### src/rtl/adder_slice_sequencer_pkg.sv
// -----------------------------------------------------------------------------
// adder_slice_sequencer_pkg
// Shared definitions for the slice-sequenced adder:
//   - FSM state encoding (IDLE / RUN / DONE)
//   - default operand width and slice width
//   - derived slice count and counter width, plus a helper that sizes the
//     slice counter for any WIDTH/SLICE combination
// -----------------------------------------------------------------------------
package adder_slice_sequencer_pkg;

  typedef enum logic [1:0] {
    IDLE = 2'd0,
    RUN  = 2'd1,
    DONE = 2'd2
  } state_t;

  localparam int DEF_WIDTH = 32;
  localparam int DEF_SLICE = 4;
  localparam int DEF_N     = DEF_WIDTH / DEF_SLICE;
  localparam int DEF_CNT_W = $clog2(DEF_N);

  // Counter width for n slices; never narrower than one bit.
  function automatic int cnt_width(input int n);
    return (n > 1) ? $clog2(n) : 1;
  endfunction

endpackage

### src/rtl/full_adder_4bit.sv
// -----------------------------------------------------------------------------
// full_adder_4bit
// Plain 4-bit ripple-carry adder slice; the only arithmetic resource of the
// sequencer, reused once per clock.
// Ports:
//   a, b  in  4  slice operands
//   ci    in  1  carry in
//   s     out 4  slice sum
//   co    out 1  carry out of bit 3
// -----------------------------------------------------------------------------
module full_adder_4bit (
  input  logic [3:0] a,
  input  logic [3:0] b,
  input  logic       ci,
  output logic [3:0] s,
  output logic       co
);

  // Ripple the carry through four full-adder cells.
  always_comb begin
    logic c;
    s = 4'b0000;
    c = ci;
    for (int i = 0; i < 4; i++) begin
      s[i] = a[i] ^ b[i] ^ c;
      c    = (a[i] & b[i]) | (c & (a[i] ^ b[i]));
    end
    co = c;
  end

endmodule

### src/rtl/adder_slice_sequencer.sv
// -----------------------------------------------------------------------------
// adder_slice_sequencer
// Multi-cycle WIDTH-bit adder that runs one shared SLICE-bit ripple slice per
// clock from the LSB slice upwards, keeping the carry in a register between
// slices. Operands enter through a valid/ready handshake in IDLE; the result
// leaves through a second valid/ready handshake in DONE.
//
// Optional feature macro: ADDSEQ_SUB_EN
//   defined   -> op_sub port exists; op_sub=1 computes x-y (c_out=1: no borrow)
//   undefined -> add-only, op_sub port absent
//
// Ports:
//   clk        in   1      rising-edge clock
//   reset      in   1      asynchronous active-high reset
//   in_valid   in   1      operands and c_in valid
//   in_ready   out  1      operands accepted (high only in IDLE)
//   x, y       in   WIDTH  operands
//   c_in       in   1      carry into bit 0
//   op_sub     in   1      subtract select (ADDSEQ_SUB_EN only)
//   out_valid  out  1      sum/c_out valid (DONE)
//   out_ready  in   1      consumer accepts result
//   sum        out  WIDTH  result, modulo 2^WIDTH
//   c_out      out  1      carry out of bit WIDTH-1
//
// SLICE must be 4 to match the shared full_adder_4bit slice.
// -----------------------------------------------------------------------------
module adder_slice_sequencer
  import adder_slice_sequencer_pkg::*;
#(
  parameter int WIDTH = DEF_WIDTH,
  parameter int SLICE = DEF_SLICE
) (
  input  logic             clk,
  input  logic             reset,
  input  logic             in_valid,
  output logic             in_ready,
  input  logic [WIDTH-1:0] x,
  input  logic [WIDTH-1:0] y,
  input  logic             c_in,
`ifdef ADDSEQ_SUB_EN
  input  logic             op_sub,
`endif
  output logic             out_valid,
  input  logic             out_ready,
  output logic [WIDTH-1:0] sum,
  output logic             c_out
);

  localparam int N     = WIDTH / SLICE;
  localparam int CNT_W = cnt_width(N);
  localparam logic [CNT_W-1:0] CNT_LAST = CNT_W'(N - 1);

  state_t             state_r;
  state_t             state_next_s;
  logic               load_s;
  logic               step_s;
  logic               last_s;
  logic [WIDTH-1:0]   b_load_s;
  logic               carry_load_s;

  logic [WIDTH-1:0]   a_r;
  logic [WIDTH-1:0]   b_r;
  logic [WIDTH-1:0]   sum_r;
  logic               carry_r;
  logic               c_out_r;
  logic [CNT_W-1:0]   cnt_r;
  logic               in_ready_r;
  logic               out_valid_r;

  logic [SLICE-1:0]   slice_sum_s;
  logic               slice_co_s;

  full_adder_4bit u_slice (
    .a  (a_r[SLICE-1:0]),
    .b  (b_r[SLICE-1:0]),
    .ci (carry_r),
    .s  (slice_sum_s),
    .co (slice_co_s)
  );

  // Operand conditioning on accept: subtraction is x + ~y + 1.
  always_comb begin
    b_load_s     = y;
    carry_load_s = c_in;
`ifdef ADDSEQ_SUB_EN
    if (op_sub) begin
      b_load_s     = ~y;
      carry_load_s = 1'b1;
    end else begin
      b_load_s     = y;
      carry_load_s = c_in;
    end
`endif
  end

  // Next-state and datapath control decode.
  always_comb begin
    state_next_s = state_r;
    load_s       = 1'b0;
    step_s       = 1'b0;
    last_s       = (cnt_r == CNT_LAST);
    case (state_r)
      IDLE: begin
        if (in_valid) begin
          load_s       = 1'b1;
          state_next_s = RUN;
        end else begin
          state_next_s = IDLE;
        end
      end
      RUN: begin
        step_s = 1'b1;
        if (last_s) begin
          state_next_s = DONE;
        end else begin
          state_next_s = RUN;
        end
      end
      DONE: begin
        if (out_ready) begin
          state_next_s = IDLE;
        end else begin
          state_next_s = DONE;
        end
      end
      default: begin
        state_next_s = IDLE;
      end
    endcase
  end

  // FSM state register.
  always_ff @(posedge clk or posedge reset) begin
    if (reset) begin
      state_r <= IDLE;
    end else begin
      state_r <= state_next_s;
    end
  end

  // Handshake flags registered from the next state so they track state_r.
  always_ff @(posedge clk or posedge reset) begin
    if (reset) begin
      in_ready_r  <= 1'b1;
      out_valid_r <= 1'b0;
    end else begin
      in_ready_r  <= (state_next_s == IDLE);
      out_valid_r <= (state_next_s == DONE);
    end
  end

  // Operand/sum shift registers, carry register, slice counter, carry out.
  always_ff @(posedge clk or posedge reset) begin
    if (reset) begin
      a_r     <= {WIDTH{1'b0}};
      b_r     <= {WIDTH{1'b0}};
      sum_r   <= {WIDTH{1'b0}};
      carry_r <= 1'b0;
      c_out_r <= 1'b0;
      cnt_r   <= {CNT_W{1'b0}};
    end else if (load_s) begin
      a_r     <= x;
      b_r     <= b_load_s;
      sum_r   <= {WIDTH{1'b0}};
      carry_r <= carry_load_s;
      cnt_r   <= {CNT_W{1'b0}};
    end else if (step_s) begin
      // Slice results enter at the MSB end; after N steps slice 0 sits at LSB.
      a_r     <= {{SLICE{1'b0}}, a_r[WIDTH-1:SLICE]};
      b_r     <= {{SLICE{1'b0}}, b_r[WIDTH-1:SLICE]};
      sum_r   <= {slice_sum_s, sum_r[WIDTH-1:SLICE]};
      carry_r <= slice_co_s;
      cnt_r   <= cnt_r + CNT_W'(1);
      if (last_s) begin
        c_out_r <= slice_co_s;
      end
    end
  end

  assign in_ready  = in_ready_r;
  assign out_valid = out_valid_r;
  assign sum       = sum_r;
  assign c_out     = c_out_r;

endmodule
### config.mk
export PLATFORM = sky130hd
export DESIGN_NAME = adder_slice_sequencer
export DESIGN_NICKNAME = d
export VERILOG_FILES = /design/src/rtl/adder_slice_sequencer_pkg.sv /design/src/rtl/full_adder_4bit.sv /design/src/rtl/adder_slice_sequencer.sv
export SDC_FILE = /design/constraint.sdc
export NUM_CORES = 1
export LEC_CHECK = 0
export CORE_MARGIN = 4
export CORE_UTILIZATION = 40
export CTS_CLUSTER_SIZE = 8
export DETAILED_ROUTE_END_ITERATION = 8
export PLACE_DENSITY_LB_ADDON = 0.15
export SYNTH_ARGS = -nofsm -noshare
export SYNTH_HDL_FRONTEND = slang
export SYNTH_SLANG_ARGS = --single-unit
export TNS_END_PERCENT = 50
### constraint.sdc
create_clock -name clk -period 3.2 [get_ports clk]
set_input_delay 0.32 -clock clk [delete_from_list [all_inputs] [get_ports clk]]
set_output_delay 0.32 -clock clk [all_outputs]
set_load 0.01 [all_outputs]
==> results of run 1 <==
-- per-layer routing --
layer | track usage | vias to the layer above | part of all wire
li1 | - | 1723 | -
met3 | 0.05072 | 9 | 0.057
met4 | 0.04200 | 0 | 0.012
met1 | 0.2534 | 1813 | 0.48
met2 | 0.2547 | 117 | 0.45
met5 | 0 | - | 0
-- per-stage QoR --
step / utilization / total power (uW)
2_1_floorplan: - / 3853
3_3_place_gp: 0.4952 / 4578
3_5_place_dp: 0.4952 / 4661
4_1_cts: 0.5200 / 5785
5_1_grt: 0.5200 / 6142
6_report: 0.5200 / 5700
-- registers in the layout (all words and copies together) (netlist names), 2 cells and up --
register	count
a_r	32
b_r	32
sum	32
cnt_r	3
state_r	2
-- how the worst max path moves through the flow --
stage | startpoint | to | slack [ps] | cells past startpoint
final | a_r[0] | sum[31] | 930 | 6
after global routing | a_r[0] | sum[31] | 800 | 6
after CTS | a_r[0] | sum[31] | 920 | 6
after detailed placement | a_r[0] | sum[31] | 940 | 6
after global placement | a_r[0] | sum[31] | 970 | 6
after floorplan | reset | a_r[0] | 120 | 1
-- worst max-delay path: cells and delay by family, from the launching register on --
kind | cells | cell delay [ps]
buffers and inverters | 1 | 70
DFF | 1 | 400
adders and majority gates | 4 | 1600
AOI/OAI and AO/OA | 1 | 130
-- power by group through the flow --
stage / Combinational, uW / Clock (uW) / Sequential (uW)
after floorplan: 1580 / 0 / 2270
after global placement: 2290 / 0 / 2290
after detailed placement: 2350 / 0 / 2310
after CTS: 2360 / 1140 / 2290
after global routing: 2590 / 1200 / 2360
final: 2320 / 1100 / 2280
-- final cells by class --
| class | count | area (um^2) |
|---|---|---|
| timing repair buffer | 112 | 1119 |
| clock buffer | 12 | 256.5 |
| multi-input combinational | 206 | 1735 |
| sequential | 105 | 2631 |
| clock inverter | 3 | 40.04 |
| inverter | 67 | 254.0 |
| fill | 1112 | 5742 |
| tap | 147 | 183.9 |
-- cells in the final DEF (no fill, tap or decap) --
master,count
ha_1,2
or2_2,1
nor3b_1,1
a21o_1,1
clkbuf_16,9
nand2_1,7
o221ai_1,7
nor4b_1,57
nor4bb_1,1
buf_2,1
o21bai_4,1
nor2_1,15
mux2i_1,2
dfstp_2,1
buf_12,2
nor2b_4,1
clkdlybuf4s50_1,102
a21oi_1,1
o21ba_2,1
nand3b_1,8
buf_4,7
nand2b_1,5
dfrtp_2,2
inv_4,1
inv_1,66
clkbuf_1,1
clkbuf_8,2
o2bb2ai_1,1
fa_1,4
clkinv_2,2
a221oi_1,57
dfrtp_1,102
bufinv_16,1
a22o_1,33
-- cells by family (layout without fill, tap and decap cells) --
logic type      after synthesis  count (layout)  synth area share
flops                       105             105            0.5387
compound gates              102             102            0.1821
mux                           2               2          0.004103
simple gates                 96              96            0.1446
fa+ha+maj                     6               6           0.02154
buf+inv                     113             194            0.1090
==> results_dict.tcl, run 1 <==
set metrics [dict create \
    outcome "finished clean" \
    synth_area_leaders "dfrtp_1 53%, a221oi_1 10%, nor4b_1 10%" \
    htreeDepth 3 \
    maxCapViolations 0 \
    cp_data_required_time_ps 3470 \
    clockRootBuffer "clkbuf_16" \
    instances_no_fill 652 \
    r2r_cells 6 \
    cts_buffer_depth 2 \
    synth-seq-cells 105 \
    ioPinCount 104 \
    fp.dieW_um 118.5 \
    num_antenna_cells 0 \
    cts_resized 0 \
    switching_share 0.3507 \
    comb_power_share 0.407 \
    finalHoldViolCount 0 \
    path_class "reg -> reg" \
    yosys.area.top_type "dfrtp_1" \
    drv_slew 0 \
    dieHeight_um 118.5 \
    dieArea_mm2 0.01403 \
    cts_setup_buffers 0 \
    ys.flop_type "dfrtp_1" \
    synth.top_cell.area_share 0.5333 \
    nets 576 \
    antenna_found_initial 0 \
    viasPerCell 5.617 \
    reg2reg_slack_ps 930 \
    globalplace.congestion 0.7560 \
    drive_above_1_share 0.06337 \
    yosys_warnings 0 \
    p_seq_frac 0.400 \
    setup_viol_count_final 0 \
    rsz0062_at_grt "false" \
    critPathMaxFanout 2 \
    grt_max_degree 68 \
    start_util 0.4079 \
    cts_hold_buf 0 \
    synth.most_common_cell "dfrtp_1" \
    grt.total_usage 0.1735 \
    cts.sinks 105 \
    clkTransAtPathRegs_ps 70 \
    grt_first_pass_wirelength_um 19770 \
    dp.cells 637 \
    drt_first_pass_iters 4 \
    p_per_area_mw_per_mm2 916.5 \
    clk_latency_ps 340 \
    holdWs_ps 375.2 \
    drtAntennaViolNets 0 \
    cp_slowest_cell "fa_1" \
    vdd.ir_drop.worst_mv 0.3318 \
    syn-num-nets 499 \
    p_leak_uw 0.002680 \
    drc 0 \
    worst_setup_path_end_kind "flip-flop" \
    finalCriticalPeriod_ps 2270 \
    start_kind "flip-flop" \
    critPathMaxStageDelay_ps 440 \
    drtIter0Drc 266 \
    routedWlPerCell_um 17.97 \
    numCtsBuffers 9 \
    routed_wl_um 11710 \
    intPower_uw 3701 \
    p_sw_uw 1999 \
    syn_to_final_growth_pct 27.46 \
    avgSynthCellArea_um2 11.51 \
    fin_area_mm2 0.006220 \
    tightest_slew_ps 701.3 \
    arrival_ps 2540 \
    dp_slack_ps 939.3 \
    clockPowerShare 0.193 \
    netlist_top_cells_count "104 x dfrtp_1, 67 x inv_1, 57 x a221oi_1, 57 x nor4b_1, 33 x a22o_1" \
    port-buffer-count 103 \
    synth_edf_count 0 \
    max_freq_ghz 0.4404 \
    layout_setup_ws_ps 929.5 \
    vias 3662 \
    synth_cells 424 \
    crit_top_cell "fa_1" \
    grt_overflow_total 0 \
    async_flop_share 1.000 \
    grt_pass1_vias 3760 \
    yosys.cell_types.count 27 \
    syn_area_mm2 0.004880 \
    tritoncts "built" \
    core_area_mm2 0.01196 \
    hp-class "in -> async" \
    crit_chain "fa_1 -> fa_1 -> fa_1 -> inv_1 -> fa_1 -> o2bb2ai_1" \
    place_area_mm2 0.005923 \
    setup-tns-final_ps 0 \
    reg2reg_to "sum[31]" \
    reg2reg_from "a_r[0]" \
    rows 40 \
    slew-limit-headroom 0.5325 \
    yosysSeqAreaShare 0.5387 \
    dp_hpwl_um 7644 \
    finalCritPeriodShare 0.7095 \
    fin_skew_ps 2.639 \
]
Power figures use the tool's default switching activity.
==> inputs of run 2 (changes only) <==
==> constraint.sdc (replaced) <==
create_clock -name clk -period 1.83 [get_ports clk]
set_input_delay 0.183 -clock clk [delete_from_list [all_inputs] [get_ports clk]]
set_output_delay 0.183 -clock clk [all_outputs]
set_load 0.01 [all_outputs]
==> results_dict.tcl, run 2 (synthesis results as in run 1) <==
set metrics [dict create \
    clockRootBuffer "clkbuf_16" \
    use_met3 0.03301 \
    outcome "complete, but fails checks" \
    p_per_area_mw_per_mm2 1611 \
    crit_top_cell "fa_2" \
    intPower_uw 6548 \
    critPathMaxFanout 2 \
    vdd.ir_drop.worst_mv 0.5413 \
    clkTransAtPathRegs_ps 80 \
    viasPerCell 5.545 \
    routed_wl_um 11670 \
    violations "setup timing" \
    grt_max_degree 92 \
    cts.sinks 105 \
    slew-limit-headroom 0.3355 \
    drc 0 \
    comb_power_share 0.415 \
    p_sw_uw 3657 \
    nets 584 \
    ioPinCount 104 \
    hp-class "in -> async" \
    grt_pass1_vias 3627 \
    cts_buffer_depth 2 \
    tightest_slew_ps 992.3 \
    start_kind "flip-flop" \
    setup-tns-final_ps -812.4 \
    finalCritPeriodShare 1.192 \
    fin_skew_ps 8.219 \
    clk_latency_ps 350 \
    arrival_ps 2460 \
    dp.cells 642 \
    globalplace.congestion 0.7273 \
    cp_data_required_time_ps 2110 \
    instances_no_fill 661 \
    htreeDepth 3 \
    nFillCells 1061 \
    maxCapViolations 0 \
    p_seq_frac 0.384 \
    antenna_found_initial 0 \
    drtIter0Drc 258 \
    critPathMaxStageDelay_ps 410 \
    final_cell_mix "102 x dfrtp_1, 102 x clkdlybuf4s50_1, 65 x inv_1, 57 x nor4b_1, 57 x a221oi_1" \
    core_area_mm2 0.01196 \
    finalHoldViolCount 0 \
    dieHeight_um 118.5 \
    drv_slew 0 \
    switching_share 0.3584 \
    use_met1 0.2380 \
    start_util 0.4079 \
    r2r_cells 6 \
    finalCriticalPeriod_ps 2182 \
    num_antenna_cells 0 \
    drive_above_1_share 0.09144 \
    syn_to_final_growth_pct 29.79 \
    clockPowerShare 0.200 \
    fp.dieW_um 118.5 \
    max_freq_ghz 0.4584 \
    crit_chain "fa_2 -> fa_2 -> fa_2 -> inv_2 -> fa_1 -> o2bb2ai_2" \
    numCtsBuffers 9 \
    worst_setup_path_end_kind "flip-flop" \
    port-buffer-count 103 \
    cp_slowest_cell "dfrtp_1" \
    drt_first_pass_iters 5 \
    grt_first_pass_wirelength_um 18750 \
    vias 3665 \
    rsz0062_at_grt "true" \
    dieArea_mm2 0.01403 \
    grt.total_usage 0.1656 \
    layout_setup_ws_ps -351.7 \
    setup_viol_count_final 4 \
    place_area_mm2 0.005974 \
    final_core_util 0.5295 \
    drtAntennaViolNets 0 \
    path_class "reg -> reg" \
    cts_hold_buf 0 \
    busiest_layer "met2" \
    dp_hpwl_um 7543 \
    tritoncts "built" \
    p_leak_uw 0.002728 \
    rows 40 \
    use_met2 0.2476 \
    routedWlPerCell_um 17.65 \
    fin_area_mm2 0.006334 \
    grt_overflow_total 0 \
    holdWs_ps 188.2 \
]
-- run 2: repair_timing --
action                     in CTS  in global routing
hold endpoints to repair        0                  0
cloned                          1                  1
resized for setup               4                  1
setup endpoints to repair      36                 36
pin swaps                       3                  5
buffers inserted                1                  0
-- run 2: layout make-up --
type | count | area, um^2 | share of cell area
multi-input combinational | 208 | 1769 | 0.2793
clock inverter | 6 | 78.83 | 0.01245
tap | 147 | 183.9 | 0.02904
timing repair buffer | 118 | 1176 | 0.1857
sequential | 105 | 2631 | 0.4154
clock buffer | 10 | 239.0 | 0.03773
inverter | 67 | 255.2 | 0.04030
-- run 2: path summary, 6_finish.rpt --
check | start | to | slack, ps
max in group asynchronous | reset | in_ready | 1080
min in group clk | y[30] | b_r[30] | 470
min | reset | sum[25] | 190
max | a_r[0] | sum[31] | -350
max reg2reg | a_r[0] | sum[31] | -350
min reg2reg | a_r[30] | a_r[30] | 480
-- run 2: layer usage --
layer	vias to the layer above	part of all wire
met2	99	0.46
met5	-	0
met4	0	0.0082
li1	1754	-
met1	1806	0.49
met3	6	0.045
-- run 2: power by group through the flow --
stage	Sequential (uW)	Combinational [uW]	Clock, uW
6_report	3920	4240	2050
5_1_grt	4050	4670	2190
4_1_cts	3930	4250	2100
3_5_place_dp	3970	4150	0
3_3_place_gp	3940	4040	0
2_1_floorplan	3970	2770	0
-- run 2: metrics by stage --
stage | worst slack, ps | power [uW]
after floorplan | -361.8 | 6739
after global placement | -408.0 | 7978
after detailed placement | -463.9 | 8115
after CTS | -373.7 | 10280
after global routing | -422.7 | 10920
final | -351.7 | 10210
-- run 2: worst max-delay path, delay by kind of cell (launching register included) --
family / cells / cell delay, ps
adder cells (fa/ha/maj): 4 / 1530
buffers and inverters: 1 / 70
AO/OA/AOI/OAI: 1 / 120
flip-flops: 1 / 410
